**config.mk**
```make
export PLATFORM = sky130hd
export DESIGN_NAME = wb_scoreboard_decoder
export DESIGN_NICKNAME = d
export VERILOG_FILES = /design/src/rtl/wb_scoreboard_decoder.sv
export SDC_FILE = /design/constraint.sdc
export NUM_CORES = 1
export LEC_CHECK = 0
export BUFFER_PORTS_ARGS = -buffer_cell sky130_fd_sc_hd__buf_2
export CAP_MARGIN = 15
export CORE_AREA = 2 2 69 71
export DETAILED_ROUTE_END_ITERATION = 16
export DIE_AREA = 0 0 71 73
export PLACE_DENSITY = 0.76
export RECOVER_POWER = 50
export SYNTH_ARGS = -nofsm -noshare
export SYNTH_HDL_FRONTEND = slang
export SYNTH_SLANG_ARGS = --single-unit
```
**constraint.sdc**
```tcl
create_clock -name clk -period 1.8 [get_ports clk]
set_input_delay 0.18 -clock clk [delete_from_list [all_inputs] [get_ports clk]]
set_output_delay 0.18 -clock clk [all_outputs]
set_load 0.01 [all_outputs]
```
**src/rtl/wb_scoreboard_decoder.sv**
```systemverilog
// Register scoreboard with a writeback decoder. It tracks pending writes per
// register, arbitrates issue against write-after-write hazards, and drives a
// registered one-hot register-file write enable.
module wb_scoreboard_decoder #(
    parameter int unsigned ADDR_W   = 4,
    parameter int unsigned ZERO_REG = 1
) (
    input  logic                       clk,
    input  logic                       rst,
    input  logic                       en,
    input  logic                       iss_en,
    input  logic [ADDR_W-1:0]          iss_addr,
    output logic                       iss_ack,
    input  logic                       wr_en,
    input  logic [ADDR_W-1:0]          wr_addr,
    output logic [(1 << ADDR_W)-1:0]   wr_onehot,
    input  logic [ADDR_W-1:0]          rd1_addr,
    input  logic [ADDR_W-1:0]          rd2_addr,
    output logic                       rd1_busy,
    output logic                       rd2_busy,
    output logic [(1 << ADDR_W)-1:0]   busy,
    output logic                       err
);

    localparam int unsigned NREG = 1 << ADDR_W;

    logic [NREG-1:0] busy_q, busy_d;
    logic [NREG-1:0] wr_onehot_q, wr_onehot_d;
    logic            err_q, err_d;

    logic wr_zero, iss_zero, rd1_zero, rd2_zero;
    logic wb_fire;

    // Hazard checks, writeback bypass and next-state for all registered state.
    always_comb begin
        wr_zero  = (ZERO_REG != 0) && (wr_addr == '0);
        iss_zero = (ZERO_REG != 0) && (iss_addr == '0);
        rd1_zero = (ZERO_REG != 0) && (rd1_addr == '0);
        rd2_zero = (ZERO_REG != 0) && (rd2_addr == '0);

        wb_fire = en && wr_en && !wr_zero;

        // A same-cycle writeback to the target frees it, so the issue may proceed.
        // Reset is folded in so no acknowledgement escapes while rst is held.
        iss_ack = !rst && en && iss_en &&
                  (iss_zero || !busy_q[iss_addr] || (wb_fire && (wr_addr == iss_addr)));

        rd1_busy = !rst && !rd1_zero && busy_q[rd1_addr] &&
                   !(wb_fire && (wr_addr == rd1_addr));
        rd2_busy = !rst && !rd2_zero && busy_q[rd2_addr] &&
                   !(wb_fire && (wr_addr == rd2_addr));

        // Set has priority over clear when issue and writeback hit the same register.
        busy_d = busy_q;
        for (int unsigned i = 0; i < NREG; i++) begin
            if (iss_ack && (iss_addr == ADDR_W'(i)) && !((ZERO_REG != 0) && (i == 0))) begin
                busy_d[i] = 1'b1;
            end else if (wb_fire && (wr_addr == ADDR_W'(i))) begin
                busy_d[i] = 1'b0;
            end
        end

        wr_onehot_d = wb_fire ? (NREG'(1) << wr_addr) : '0;
        err_d       = err_q || (wb_fire && !busy_q[wr_addr]);
    end

    // State update; a stall (en=0) leaves busy/err unchanged and empties wr_onehot.
    always_ff @(posedge clk or posedge rst) begin
        if (rst) begin
            busy_q      <= '0;
            wr_onehot_q <= '0;
            err_q       <= 1'b0;
        end else begin
            busy_q      <= busy_d;
            wr_onehot_q <= wr_onehot_d;
            err_q       <= err_d;
        end
    end

    assign busy      = busy_q;
    assign wr_onehot = wr_onehot_q;
    assign err       = err_q;

endmodule

```
### Word level (Yosys, flattened, before mapping)

Index checks and enable logic that the tools add are counted.
Widths: inputs -> output; s select.

| cells by class | value |
|---|---|
| $lt $le $gt $ge | 4 |
| eq/ne operators | 33 |
| shifts and indexed selects | 1 |
| mux-type cells | 39 |
| reduce and logical (&&, ||, !) cells | 75 |

Operators with widths:

| cell | count |
|---|---|
| $eq 4x4->1 const B | 16 |
| $logic_and 1x1->1 | 45 |
| $mux 1 | 34 |
| $eq 4x3->1 const B | 8 |
| $reduce_bool 2->1 | 15 |
| $lt 4x5->1 const B | 4 |
| $bmux 1 s4 | 4 |
| $eq 4x2->1 const B | 4 |
| $logic_not 4->1 | 4 |
| $mux 16 | 1 |
| $shl 1x4->16 const A | 1 |
| $eq 4x4->1 | 3 |
| $eq 4x1->1 const B | 2 |
| $logic_not 1->1 | 8 |
| $logic_or 1x1->1 | 3 |

| storage, ports and cells | value |
|---|---|
| flip-flop bits (word level) | 32 |
| bits of input ports | 21 |
| output and inout port bits | 36 |
| word-level logic and storage cells | 169 |

### Depth between registers and ports, before layout

| logic depth | value |
|---|---|
| word-level depth | 8 |
| gate-level depth with buffers | 7 |
| mapped depth without buffers | 5 |

### Worst setup path before layout

OpenSTA, ideal clock, no wires.

| timing path | value |
|---|---|
| path type | input -> register |
| start | input port rst |
| end | register busy_q[4] (netlist: busy[4]) |
| library setup time | 0.096 ns |
| arrival | 1.838 ns |
| data required time | 1.704 ns |
| slack | -0.133 ns |
| stages | 5 |
| path buffers | 0 |
| path through | inv_1 > and3_1 > nand2b_1 > a211o_1 > o32ai_2 |

| on the way | value |
|---|---|
| longest elaborated chain between the ends | 6 |
| elaborated cells between the ends (all ways) | 7 |
| classes of those cells | mux: 1; reduce/logical: 6 |

RTL lines:

| element | line | text |
|---|---|---|
| start: declaration | 9 | `input logic rst,` |
| $logic_not 1->1 (no source line) * | n/a |  |
| $logic_and 1x1->1 * (3 in a row) | 45 | `iss_ack = !rst && en && iss_en &&` |
| $logic_and 1x1->1 * | 56 | `if (iss_ack && (iss_addr == ADDR_W'(i)) && !((ZERO_REG != 0) && (i == 0))) begin` |
| $mux 1 or $reduce_bool 2->1 (tied branches) | n/a |  |
| end signal: assignment | 74 | `busy_q <= busy_d;` |
| end: declaration | 27 | `logic [NREG-1:0] busy_q, busy_d;` |

Mark *: on every way between the ends. The rest lies on a longest branch, timed or not.
A chain may end at the register's enable or synchronous reset.

### Worst setup path after layout

| timing path | value |
|---|---|
| start | register busy_q[8] (netlist: busy[8]) |
| end | output port iss_ack |

| on the way | value |
|---|---|
| longest elaborated chain between the ends | 6 |

RTL lines:

| element | line | text |
|---|---|---|
| $bmux 1 s4 | 46 | `(iss_zero \|\| !busy_q[iss_addr] \|\| (wb_fire && (wr_addr == iss_addr)));` |
| $mux 1 (not written as such) | 46 |  |
| $logic_not 1->1 | 46 |  |
| $logic_or 1x1->1 (2 in a row) | 46 |  |
| $logic_and 1x1->1 | 45 |  |
| end: declaration | 13 | `output logic iss_ack,` |

No other way between the ends. The select of a mux whose other input is x is not followed.

==> flow_summary.json <==
{
  "synth_area_per_cell_sq_um": 11.14,
  "grt_pass1_wl_um": 9073,
  "cts_tree": "done",
  "mostFrequentLayoutCells": "buf_2, dfrtp_1, buf_4",
  "overflow": 0,
  "pwr-share-clk_pct": 30.0,
  "skew_ns": 0.004792,
  "async_flop_share_pct": 100.0,
  "io_buffers": 55,
  "cts_root_buffer": "clkbuf_8",
  "intPower_w": 0.001557,
  "syn_inst": 182,
  "drive_above_1_share_pct": 47.31,
  "clock_latency_ns": 0.29,
  "endpoint_kind": "output port",
  "cts_buffer_depth": 2,
  "dp.cells": 302,
  "seq_power_share_pct": 37.2,
  "crit_fanout": 2,
  "path_class": "flip-flop to output port",
  "p_comb_share_pct": 32.8,
  "p_per_area_nw_per_um2": 851.2,
  "dr.pass1.iters": 4,
  "rows": 25,
  "synth_area_sq_um": 2028,
  "ioPinCount": 57,
  "status": "finished with violations",
  "vias": 1835,
  "place_area_sq_um": 2474,
  "gp_congestion": 0.9007,
  "worstMarginPinSlew_ns": 0.7163,
  "p_leak_nw": 1.246,
  "rr_startpoint": "busy[8]",
  "synth.distinct_cells": 49,
  "cp.arrival_ns": 1.75,
  "required_ns": 1.62,
  "clock-sinks": 32,
  "htreeDepth": 2,
  "rr_worst_depth": 6,
  "synth-seq-cells": 32,
  "fin_ws_ns": -0.1273,
  "antenna_left": 0,
  "ir_drop_uv": 445.1,
  "diodes": 0,
  "core_region_area_sq_um": 4536,
  "finalSetupViolCount": 7,
  "antenna_found_initial": 0,
  "clkSlewWorstSetupHoldPaths_ns": 0.07,
  "fin_cells": 314,
  "switchingPower_w": 0.0007063,
  "die_w_um": 71,
  "stdcell_area_sq_um": 2659,
  "min_path_type": "primary input to asynchronous set/reset pin",
  "wire_per_inst_um": 18.52,
  "post-route-period-util_pct": 107.1,
  "fmax_ghz": 0.5189,
  "slew_violations": 0,
  "synthFlopType": "dfrtp_1",
  "hold_viol": 0,
  "power_w": 0.002263,
  "start_util_pct": 44.72,
  "synth.top_cell.area_share_pct": 39.48,
  "violations": "negative setup slack",
  "timing.rr.end": "busy[8]",
  "dieHeight_um": 73,
  "synth_warnings": 0,
  "worst_hold_slack_ns": 0.2489,
  "drtIter0Drc": 231,
  "dp_hpwl_um": 4288,
  "vias_per_cell": 5.844,
  "fin_crit_ns": 1.927,
  "die-area_sq_um": 5183,
  "synth-edff-count": 0,
  "sw_frac_of_total_pct": 31.21,
  "endpoint": "iss_ack",
  "critPathLaunchType": "flip-flop",
  "synth_area_leaders": "dfrtp_1, mux4_2, xnor2_1",
  "postRouteWirelength_um": 5815,
  "syn2layout_area_growth_pct": 31.09,
  "grt_max_degree": 30,
  "nNetsFinal": 280,
  "max_cap_violations": 0,
  "synth_top_area_cell": "dfrtp_1",
  "drc": 0,
  "yosysSeqAreaShare_pct": 39.48,
  "rsz0062_at_grt": "true",
  "r2r_slack_ns": -0.06,
  "slew_headroom_pct": 52.25,
  "numCtsBuffers": 5,
  "crit_start": "busy[8]",
  "final_common_cell": "buf_2",
  "grt_pass1_vias": 1809,
  "grtUsageTotal_pct": 22.80
}
## kinds of logic (layout without fill, tap and decap cells)
kind of cell           count (synthesis)  in the layout  share of synthesized area, %
buffers and inverters                 20             97                         5.613
other                                  1              2                        0.1849
multiplexers                          19             19                         16.72
AO/OA/AOI/OAI                         44             44                         17.27
flip-flops                            32             32                         39.48
XOR/XNOR                              12             12                         5.552
AND/OR/NAND/NOR                       54             54                         15.18
## worst max-delay path, cell delays in order (launching register included)
cell     delay, ns
dfrtp_1       0.40
mux4_2        0.47
mux2_4        0.30
nor2_2        0.07
a21o_1        0.10
buf_2         0.12
## stage by stage
step | setup slack (ns) | TNS (ns) | utilization (%)
final | -0.1273 | -0.5351 | 58.62
after detailed placement | -0.01071 | -0.01071 | 54.54
after global routing | -0.1855 | -1.012 | 58.62
after CTS | -0.1325 | -0.4288 | 58.23
after floorplan | 0.1293 | 0 | -
after global placement | -0.004180 | -0.004180 | 54.54
## layout make-up
type                            instances  area [sq um]
Clock buffer                            6         72.57
Multi-Input combinational cell        131          1185
Tap cell                               54         67.56
Clock inverter                          2         35.03
Fill cell                             382          1877
Timing Repair Buffer                   82         464.2
Inverter                                7         30.03
Sequential cell                        32         804.5
## sequential cells by signal (all words and copies together) (netlist names)
register	flops
busy	15
err	1
wr_onehot	16
## power groups by stage
stage          Combinational, W  Clock, W  Sequential, W
3_3_place_gp           0.000676         0       0.000848
3_5_place_dp           0.000690         0       0.000849
5_1_grt                0.000798  0.000717       0.000847
4_1_cts                0.000724  0.000684       0.000837
6_report               0.000743  0.000679       0.000841
2_1_floorplan          0.000361         0       0.000893
## cell usage after synthesis, types with 3 or more instances
cell	count
dfrtp_1	32
nor2_1	13
mux4_2	11
nand2_1	10
o21ai_1	10
o21ai_0	9
nor3_1	8
buf_2	7
inv_1	7
xnor2_1	7
mux2i_1	5
nor2b_1	5
a211oi_1	4
nand2b_1	4
xor2_1	4
a21oi_1	3
buf_6	3
nand3_1	3
## worst min path at each step
| stage | endpoint | slack (ns) | start | depth (start not counted) |
|---|---|---|---|---|
| floorplan | busy[10] | 0.11 | rst | 1 |
| global placement | busy[12] | 0.12 | rst | 2 |
| detailed placement | busy[12] | 0.12 | rst | 2 |
| CTS | busy[2] | 0.08 | rst | 3 |
| global route | busy[10] | 0.28 | iss_addr[3] | 3 |
| finish | busy[3] | 0.25 | rst | 3 |
## timing repair
action	CTS	global route
cloned	0	0
buffers inserted	3	0
endpoints found under the setup margin	3	14
pin swaps	6	2
endpoints found under the hold margin	3	0
resized for setup	7	8
hold buffers	1	0
## metal layers
layer  wire length, um  track usage [%]  part of all wire (%)
met1              2344            29.03                    40
met2              2873            38.11                    49
met3               448            4.420                   7.7
met4               149            9.853                   2.6
met5                 0                0                     0
Note: power is estimated with default switching activity, not from simulation.
